$ cat src/rtl/sram_arbiter.sv
// sram_arbiter: shares one SRAM controller among N_REQ read/write clients with round-robin, range check and ack timeout.
// Define SRAM_ARB_WRITE_PRIORITY_EN to serve pending writes ahead of reads, each class with its own rr pointer.
module sram_arbiter #(
  parameter int N_REQ = 2,
  parameter int data_width = 16,
  parameter int sram_addr_width = 12,
  parameter int sram_capacity = 8096,
  parameter int timeout_cycles = 64
) (
  input  logic                             clk,
  input  logic                             reset,
  input  logic [N_REQ-1:0]                 cl_read_req,
  input  logic [N_REQ-1:0]                 cl_write_req,
  input  logic [N_REQ*sram_addr_width-1:0] cl_read_addr,
  input  logic [N_REQ*sram_addr_width-1:0] cl_write_addr,
  input  logic [N_REQ*data_width-1:0]      cl_write_data,
  output logic [N_REQ-1:0]                 cl_read_ready,
  output logic [N_REQ-1:0]                 cl_write_ready,
  output logic [N_REQ-1:0]                 cl_read_invalid,
  output logic [N_REQ-1:0]                 cl_write_invalid,
  output logic [data_width-1:0]            cl_read_data,
  output logic                             mem_req,
  output logic                             mem_we,
  output logic [sram_addr_width-1:0]       mem_addr,
  output logic [data_width-1:0]            mem_wdata,
  input  logic                             mem_ack,
  input  logic [data_width-1:0]            mem_rdata,
  input  logic                             mem_err
);
  localparam int NC = 2 * N_REQ;
  localparam int CW = $clog2(NC);
  localparam int TW = $clog2(timeout_cycles);
  typedef enum logic {IDLE, WAIT} state_t;
  state_t state, state_nx;
  logic [NC-1:0] req_ch, pend, rdy_q, inv_q, rdy_nx, inv_nx;
  logic [sram_addr_width-1:0] ch_addr [NC];
  logic [data_width-1:0] ch_data [NC];
  logic [CW-1:0] cur, pick, ch, ch_nx;
  logic [TW-1:0] tcnt;
  logic [31:0] addr_ext;
  logic grant, oob, done, tmo;
  // channel 2i is client i's read, 2i+1 its write
  for (genvar i = 0; i < N_REQ; i++) begin : g_ch
    assign req_ch[2*i] = cl_read_req[i];
    assign req_ch[2*i+1] = cl_write_req[i];
    assign ch_addr[2*i] = cl_read_addr[i*sram_addr_width +: sram_addr_width];
    assign ch_addr[2*i+1] = cl_write_addr[i*sram_addr_width +: sram_addr_width];
    assign ch_data[2*i] = cl_write_data[i*data_width +: data_width];
    assign ch_data[2*i+1] = cl_write_data[i*data_width +: data_width];
    assign cl_read_ready[i] = rdy_q[2*i];
    assign cl_write_ready[i] = rdy_q[2*i+1];
    assign cl_read_invalid[i] = inv_q[2*i];
    assign cl_write_invalid[i] = inv_q[2*i+1];
  end
  function automatic logic [CW-1:0] rr_sel(input logic [NC-1:0] v, input logic [CW-1:0] s);
    logic [CW-1:0] r, j;
    r = s;
    for (int k = NC - 1; k >= 0; k--) begin
      j = CW'((int'(s) + k) % NC);
      if (v[j]) r = j;
    end
    return r;
  endfunction
  // a channel that just got its pulse still holds its request for that one cycle
  assign pend = req_ch & ~(rdy_q | inv_q);
`ifdef SRAM_ARB_WRITE_PRIORITY_EN
  localparam logic [NC-1:0] WMASK = {N_REQ{2'b10}};
  logic [CW-1:0] rr_w, rr_r;
  assign pick = |(pend & WMASK) ? rr_sel(pend & WMASK, rr_w) : rr_sel(pend, rr_r);
  always_ff @(posedge clk or negedge reset)
    if (!reset) begin
      rr_w <= '0;
      rr_r <= '0;
    end else if ((grant && oob) || done) begin
      if (ch[0]) rr_w <= ch_nx;
      else rr_r <= ch_nx;
    end
`else
  logic [CW-1:0] rr;
  assign pick = rr_sel(pend, rr);
  always_ff @(posedge clk or negedge reset)
    if (!reset) rr <= '0;
    else if ((grant && oob) || done) rr <= ch_nx;
`endif
  assign addr_ext = 32'(ch_addr[pick]);
  assign oob = addr_ext >= 32'(sram_capacity);
  assign tmo = tcnt == TW'(timeout_cycles - 1);
  always_comb begin
    grant = state == IDLE && |pend;
    done = state == WAIT && (mem_err || mem_ack || tmo);
    ch = done ? cur : pick;
    ch_nx = ch == CW'(NC - 1) ? '0 : ch + 1'b1;
    state_nx = (grant && !oob) ? WAIT : (done ? IDLE : state);
    rdy_nx = (done && !mem_err && mem_ack) ? NC'(1) << cur : '0;
    inv_nx = (grant && oob) ? NC'(1) << pick : ((done && (mem_err || !mem_ack)) ? NC'(1) << cur : '0);
  end
  always_ff @(posedge clk or negedge reset)
    if (!reset) begin
      state <= IDLE;
      cur <= '0;
      tcnt <= '0;
      rdy_q <= '0;
      inv_q <= '0;
      cl_read_data <= '0;
      mem_req <= 1'b0;
      mem_we <= 1'b0;
      mem_addr <= '0;
      mem_wdata <= '0;
    end else begin
      state <= state_nx;
      rdy_q <= rdy_nx;
      inv_q <= inv_nx;
      if (grant) cur <= pick;
      if (grant && !oob) begin
        mem_req <= 1'b1;
        mem_we <= pick[0];
        mem_addr <= ch_addr[pick];
        mem_wdata <= ch_data[pick];
        tcnt <= '0;
      end
      if (done) mem_req <= 1'b0;
      else if (state == WAIT) tcnt <= tcnt + 1'b1;
      if (|rdy_nx && !cur[0]) cl_read_data <= mem_rdata;
    end
endmodule
$ cat config.mk
export PLATFORM = sky130hd
export DESIGN_NAME = sram_arbiter
export DESIGN_NICKNAME = d
export VERILOG_FILES = /design/src/rtl/sram_arbiter.sv
export SDC_FILE = /design/constraint.sdc
export NUM_CORES = 1
export LEC_CHECK = 0
export ABC_CLOCK_PERIOD_IN_PS = 2500
export BUFFER_PORTS_ARGS = -buffer_cell sky130_fd_sc_hd__buf_2
export CAP_MARGIN = 10
export CORE_UTILIZATION = 41
export CTS_BUF_LIST = sky130_fd_sc_hd__clkbuf_16
export CTS_CLUSTER_DIAMETER = 150
export DETAILED_ROUTE_END_ITERATION = 16
export PLACE_DENSITY = 0.76
export RECOVER_POWER = 100
export SLEW_MARGIN = 30
export SYNTH_ARGS = -nofsm -noshare
export SYNTH_HDL_FRONTEND = slang
export SYNTH_SLANG_ARGS = --single-unit
$ cat constraint.sdc
create_clock -name clk -period 2.5 [get_ports clk]
set_input_delay 0.5 -clock clk [delete_from_list [all_inputs] [get_ports clk]]
set_output_delay 0.5 -clock clk [all_outputs]
set_load 0.02 [all_outputs]
==> run metrics, run 1 <==
Synth top cells by count dfrtp_1, mux2i_1, nand2_1; Vias roughly 2800; xor and xnor fraction of the mapped netlist area less than 1%; complex-gate fraction of the synthesized area 14.0%; Die ar. 0.00781 mm^2; Setup violations, final 0; register area share after synthesis a little over half; Filler Cells Inserted approximately 650; top cells by area, synth dfrtp_1, mux2i_1, mux2_2, a311oi_1, nand2_1; Synth Area in Adders 0.409%; hold depth 2; Remaining DRCs 0; cell with the most instances on the worst path buf_4; DRT antenna net count 0; WL final around 7600 um; FF-to-FF path depth 9; Critical-path top delay cell or3b_2; Final min period around 2.4 ns; Total Nets Final between 500 and 600; largest net degree at the start of global routing 43; Post-Route Skew approximately 0.0046 ns; Switch Pwr around 2.3 mW; clock tree buffer depth 2; crit path DAT 2.61 ns; maximum clock frequency just over 400 MHz; final non-filler cell area about 0.0043 mm^2; Max rail drop VDD around 0.61 mV; global-route wire length before repair ~12000 um; DR iter-0 viols 146; internal power about 3.3 mW; gr usage total 20.2%; Placement Cell Area between 0.004 and 0.005 mm^2; Slew @ Worst Pin approximately 1.3 ns; Ports approximately 160; pwr dens between 1000 and 1500 mW/mm^2; final core utilization 59.4%; worst-path maximum fanout 9; total power ~5.6 mW; Reg clk slew, reported paths roughly 0.050 ns; CTS tree done; mux share of post-synthesis cell area between 15 and 20%; reg-to-reg critical path endpoint mem_addr[3]$_DFFE_PN0P_; Critical Path Max Stage Delay between 0.4 and 0.5 ns; first drt pass iteration count 4; Netlist Area Pre-Place just over 0.003 mm^2; combinational cell fraction of total power roughly 47%; CTS H-Tree Depth 3; Num CTS Buffers 9; count leader, synth dfrtp_1; EDFF count, synth 0; Crit. Startpoint inv_q[2]$_DFF_PN0_; Warnings, synthesis 0; IO Port Bufs about 160; status finished clean; Overflow after GRT 0; share of cells above drive strength 1 36.1%; DP HPWL 5730 um; Area Overhead vs Synth 40.1%; Syn Inst Count 277; top-area cell type share of the netlist area between 50% and 60%; worst hold start mem_rdata[2]; largest family of logic cells by synthesized area multiplexers; Yosys top cell by area dfrtp_1; Synth Net Count approximately 380; Clock power frac between 20% and 30%; WS Path Type register to register; crit-path cells or3b_2 > o22ai_1 > a222oi_1 > buf_4 > buf_4 > buf_4 > buf_4 > a2111oi_1 > a311oi_1; Synth async-reset ratio 100%; Rel. slew slack around 15%; Fin. Hold Viols 0; core area 0.00721 mm^2; Root Buffer clkbuf_16; sequential share of power roughly 32%; Routed wire per std cell around 14 um; max-cap viol count 0; Antenna diodes 0; clock sink total between 60 and 70; Post-synth top flop dfrtp_1; Initial Util 42.4%; simple-gate share of the synthesized area between 10% and 20%; fin crit share a little over nine tenths; Syn Area/Cell 11.0 um^2; max-slew violations 0; die height 88.4 um; Clock Latency Late Sink roughly 0.32 ns; switching share of power between 40% and 50%; Setup crit end kind register; routed vias/inst between 5 and 6; reg2reg start inv_q[2]$_DFF_PN0_; CP Launch Type register; Leakage around 2 nW; Cell variety after synth 40; Worst EP required ~2.7 ns; Die Wd about 90 um; hold buffers post-CTS 0; reg2reg setup slack between 0.06 and 0.07 ns; worst hold margin roughly 0.41 ns; hold crit path type input pin to register; number of global-route vias before repair between 2000 and 3000; row count 31; routability cong. 0.805; Worst Hold Path EP cl_read_data[2]$_DFFE_PN0P_; register bit total from synthesis 64; initial antenna violation count 0
## cell families (layout without fill, tap and decap cells)
| family | Yosys count | in the layout |
|---|---|---|
| AO/OA/AOI/OAI | 61 | 61 |
| XOR/XNOR | 1 | 1 |
| adder cells (fa/ha/maj) | 1 | 1 |
| buffers and inverters | 24 | 196 |
| flip-flops | 64 | 64 |
| multiplexers | 45 | 45 |
| AND/OR/NAND/NOR | 81 | 81 |
## sequential cells by signal (all words and copies together) (netlist names)
register	flops
inv_q	4
mem_req	1
mem_wdata	16
rdy_q	4
state	1
tcnt	6
rr	2
cl_read_data	16
mem_addr	12
cur	2
## layout make-up
class / count / area [um^2] / area share, %
inverters: 4 / 15.0 / 0.350
clock inverters: 6 / 52.6 / 1.23
repair buffers: 177 / 876 / 20.4
well taps: 99 / 124 / 2.89
multi-input cells: 189 / 1390 / 32.5
clock buffers: 9 / 225 / 5.25
flip-flops and latches: 64 / 1600 / 37.4
## how the worst max path moves through the flow
stage,endpoint,slack (ns),depth (start not counted)
2_1_floorplan,mem_addr[10]$_DFFE_PN0P_,0.10,7
3_3_place_gp,mem_addr[1]$_DFFE_PN0P_,0.09,9
3_5_place_dp,mem_addr[1]$_DFFE_PN0P_,-0.02,9
4_1_cts,mem_addr[1]$_DFFE_PN0P_,0.12,8
5_1_grt,mem_addr[7]$_DFFE_PN0P_,-0.09,8
6_report,mem_addr[3]$_DFFE_PN0P_,0.06,9
## per-layer routing
metal,share of wire [%],GRT usage (%),wire [um]
met5,0,0,0
met4,1.1,10.1,85
met3,5.4,4.48,411
met2,54,36.2,4080
met1,40,22.5,3020
## worst max-delay path: cells and delay by family, from the launching register on
kind	cells	cell delay, ns
compound gates	4	0.78
buf+inv	4	0.63
flops	1	0.40
simple gates	1	0.49
## repair_timing
item,4_1_cts,5_1_grt
setup buffers,0,3
resized for setup,0,14
endpoints found under the setup margin,0,8
## cells in the final DEF, fill, tap and decap left out, drive strengths merged, types with 3 or more instances in the layout
master	synthesis	routed
clkinv	0	4
nor3b	4	4
clkbuf	15	63
nor2	20	20
a2111oi	12	12
dfrtp	64	64
a311oi	13	13
nand3	4	4
o21ai	22	22
inv	4	5
nor2b	3	3
and2b	9	9
mux2i	28	28
nand2	28	28
o22ai	3	3
buf	5	123
mux2	17	17
or3b	3	3
## per-stage QoR
| stage | std cells | setup TNS, ns | setup WS (ns) |
|---|---|---|---|
| 3_5_place_dp | 529 | -0.0171 | -0.0171 |
| 5_1_grt | 548 | -0.718 | -0.0896 |
| 3_3_place_gp | 529 | 0 | 0.0854 |
| 2_1_floorplan | 277 | 0 | 0.104 |
| 6_report | 548 | 0 | 0.0626 |
| 4_1_cts | 544 | 0 | 0.121 |
## power groups by stage
stage / clock [mW] / combinational [mW] / sequential (mW)
floorplan: 0 / 1.36 / 2.22
global placement: 0 / 2.59 / 1.76
detailed placement: 0 / 2.68 / 1.78
CTS: 1.18 / 2.68 / 1.77
global route: 1.24 / 2.90 / 1.84
finish: 1.15 / 2.64 / 1.78
No activity file was read; power rests on OpenSTA's default activity.
==> run 2, diff against run 1 <==
--- a/config.mk
+++ b/config.mk
@@ -16,2 +16,3 @@
 export RECOVER_POWER = 100
+export SETUP_SLACK_MARGIN = 0.05
 export SLEW_MARGIN = 30
==> constraint.sdc (replaced) <==
create_clock -name clk -period 2.5 [get_ports clk]
set_input_delay 0.25 -clock clk [delete_from_list [all_inputs] [get_ports clk]]
set_output_delay 0.25 -clock clk [all_outputs]
set_load 0.02 [all_outputs]
==> run 2 against run 1 <==
Compared with the run above:
- the run now ends with capacitance limit, slew limit left
- worst hold slack got worse by 0.25 ns
- register-to-register slack improved by 0.08 ns
- non-clock buffer count is 10 lower
- flip-flop and latch count unchanged
- global-route usage down 0.82 points
- cell count is 1.6% lower
- wire length down 0.67%
- via count fell by 1.6%
- fmax up 3.4%
- cell area decreased by 1.1%
- setup slack improved by 0.079 ns
- first-iteration DRC count is 30% lower
- critical endpoint is now mem_addr[2]$_DFFE_PN0P_
- largest cell class unchanged
==> run metrics, run 2 (same netlist as run 1, synthesis figures left out) <==
status finished, violations left; failing checks capacitance limit, slew limit; switching share of power 41.4% (+0.17 points); worst-path maximum fanout 19 (+10); crit path DAT 2.53 ns (-0.08 ns); Setup violations, final 0 (unchanged); Reg clk slew, reported paths 0.06 ns (about the same); Regs by FF count cl_read_data: 16 flops, mem_wdata: 16 flops, mem_addr: 12 flops; Remaining DRCs 0 (unchanged); Initial Util 42.4% (unchanged); CTS tree done; sequential share of power 31.7% (-0.3 points); internal power 3.28 mW (+0.11%); hold buffers post-CTS 0 (unchanged); DR WL met2 3880 um (-5.0%); clock tree buffer depth 2 (unchanged); Max rail drop VDD 0.601 mV (-1.1%); Filler Cells Inserted 689 (+5.8%); WL met1 3170 um (+5.2%); Die ar. 0.00781 mm^2 (unchanged); Rel. slew slack -4.26% (-19 points); worst hold margin 0.162 ns (-0.251 ns); Ports 158 (unchanged); pwr dens 1320 mW/mm^2 (+1.5%); most frequent cells in the layout buf_2, dfrtp_1, clkbuf_1, nand2_1, mux2i_1; Overflow after GRT 0 (unchanged); WL met3 346 um (-16%); setup TNS 0 ns (unchanged); Clock power frac 21.8% (+1.1 points); combinational cell fraction of total power 46.5% (-0.9 points); top routing layer in use met4; core area 0.00721 mm^2 (unchanged); Switch Pwr 2.32 mW (+0.81%); Final min period 2.36 ns (-0.0792 ns); fin crit share 94.3% (-3.2 points); Clock Latency Late Sink 0.32 ns (about the same); critical path's top delay family compound AO/OA/AOI/OAI gates; Post-Route Skew 0.00634 ns (+0.00170 ns); Setup crit end kind register; DR iter-0 viols 102 (-30%); DRT antenna net count 0 (unchanged); die height 88.4 um (unchanged); global-route wire length before repair 11400 um (-5.0%); row count 31 (unchanged); Die Wd 88.4 um (unchanged); Leakage 2.01 nW (-2.3%); Area Overhead vs Synth 38.6%; Slew @ Worst Pin 1.56 ns (+0.289 ns); gr usage total 19.3% (-0.82 points); largest net degree at the start of global routing 65 (+51%); Worst EP required 2.68 ns (about the same); routed vias/inst 5.04 (about the same); Fin. Hold Viols 0 (unchanged); Root Buffer clkbuf_16; max-slew violations 65 (+65); clock sink total 64 (unchanged); hold crit path type input pin to register; first drt pass iteration count 4 (unchanged); Antenna diodes 0 (unchanged); number of global-route vias before repair 2576 (-7.4%); max-cap viol count 1 (+1); CTS H-Tree Depth 3 (unchanged); Critical Path Max Stage Delay 0.42 ns (-0.07 ns); Bufs and invs on worst path 1 (-3); Routed wire per std cell 14.0 um (+0.99%); DP HPWL 5420 um (-5.3%); commonest non-fill, non-tap cell in the layout buf_2; Total Nets Final 540 (-1.8%); IO Port Bufs 157 (unchanged); Vias 2716 (-1.6%); unrepaired setup endpoints after global routing true; Critical-path top delay cell dfrtp_1; routability cong. 0.823 (+2.3%); total power 5.60 mW (+0.40%); WL final 7550 um (-0.67%); maximum clock frequency 424 MHz (+3.4%); Num CTS Buffers 9 (unchanged); initial antenna violation count 0 (unchanged); WS Path Type register to register; share of cells above drive strength 1 34.3% (-1.8 points); crit-path cells nor3b_4 > o22ai_1 > a222oi_1 > bufbuf_16 > and2b_1 > a2111oi_1 > a311oi_1; CP Launch Type register
[run 2: cell types whose count changed in the layout (fill, tap and decap cells not counted), moves of 2 or more]
cell / change
buf_4: -12
a2111oi_0: +4
a2111oi_1: -3
buf_2: -2
clkinv_2: -2
clkinvlp_4: +2
[run 2: per-layer routing]
layer	global-route usage, %	vias to the layer above
li1	-	1330
met1	21.4	1287
met2	34.3	87
met3	5.88	12
met4	8.50	0
met5	0	-
[run 2: per-stage QoR]
stage | area (um^2) | cells | utilization, % | worst slack (ns)
finish | 4240 | 539 | 58.8 | 0.142
global route | 4240 | 539 | 58.8 | 0.0374
CTS | 4270 | 537 | 59.1 | 0.0545
detailed placement | 3970 | 521 | 55.0 | 0.0328
global placement | 3970 | 521 | 55.0 | 0.187
floorplan | 3060 | 277 | - | 0.104
[run 2: repair_timing]
| action | 4_1_cts | 5_1_grt |
|---|---|---|
| endpoints found under the hold margin | 0 | 0 |
| pin swaps | 1 | 1 |
| gates resized for setup | 0 | 8 |
| buffers inserted | 0 | 1 |
| endpoints found under the setup margin | 1 | 10 |
| gates cloned | 0 | 1 |
[run 2: worst paths after layout]
kind | depth (start not counted) | start | slack (ns) | to
max | 7 | inv_q[3]$_DFF_PN0_ | 0.14 | mem_addr[2]$_DFFE_PN0P_
min | 2 | mem_rdata[7] | 0.16 | cl_read_data[7]$_DFFE_PN0P_
max reg2reg | 7 | inv_q[3]$_DFF_PN0_ | 0.14 | mem_addr[2]$_DFFE_PN0P_
min reg2reg | 2 | mem_wdata[10]$_DFFE_PN0P_ | 0.48 | mem_wdata[10]$_DFFE_PN0P_
max in group asynchronous | 2 | reset | 1.16 | mem_addr[9]$_DFFE_PN0P_
min in group asynchronous | 2 | reset | 0.41 | cl_read_data[10]$_DFFE_PN0P_
[run 2: power groups by stage]
stage	combinational (mW)	clock (mW)	sequential, mW
final	2.60	1.22	1.78
after global routing	2.84	1.29	1.84
after CTS	2.65	1.25	1.77
after detailed placement	2.64	0	1.78
after global placement	2.57	0	1.76
after floorplan	1.36	0	2.22
[run 2: layout make-up]
type	count	area, um^2	share of cell area [%]
flip-flops and latches	64	1600	37.8
repair buffers	167	825	19.4
clock buffers	9	225	5.31
clock inverters	7	71.3	1.68
well taps	99	124	2.92
multi-input cells	189	1380	32.5
inverters	4	15.0	0.354
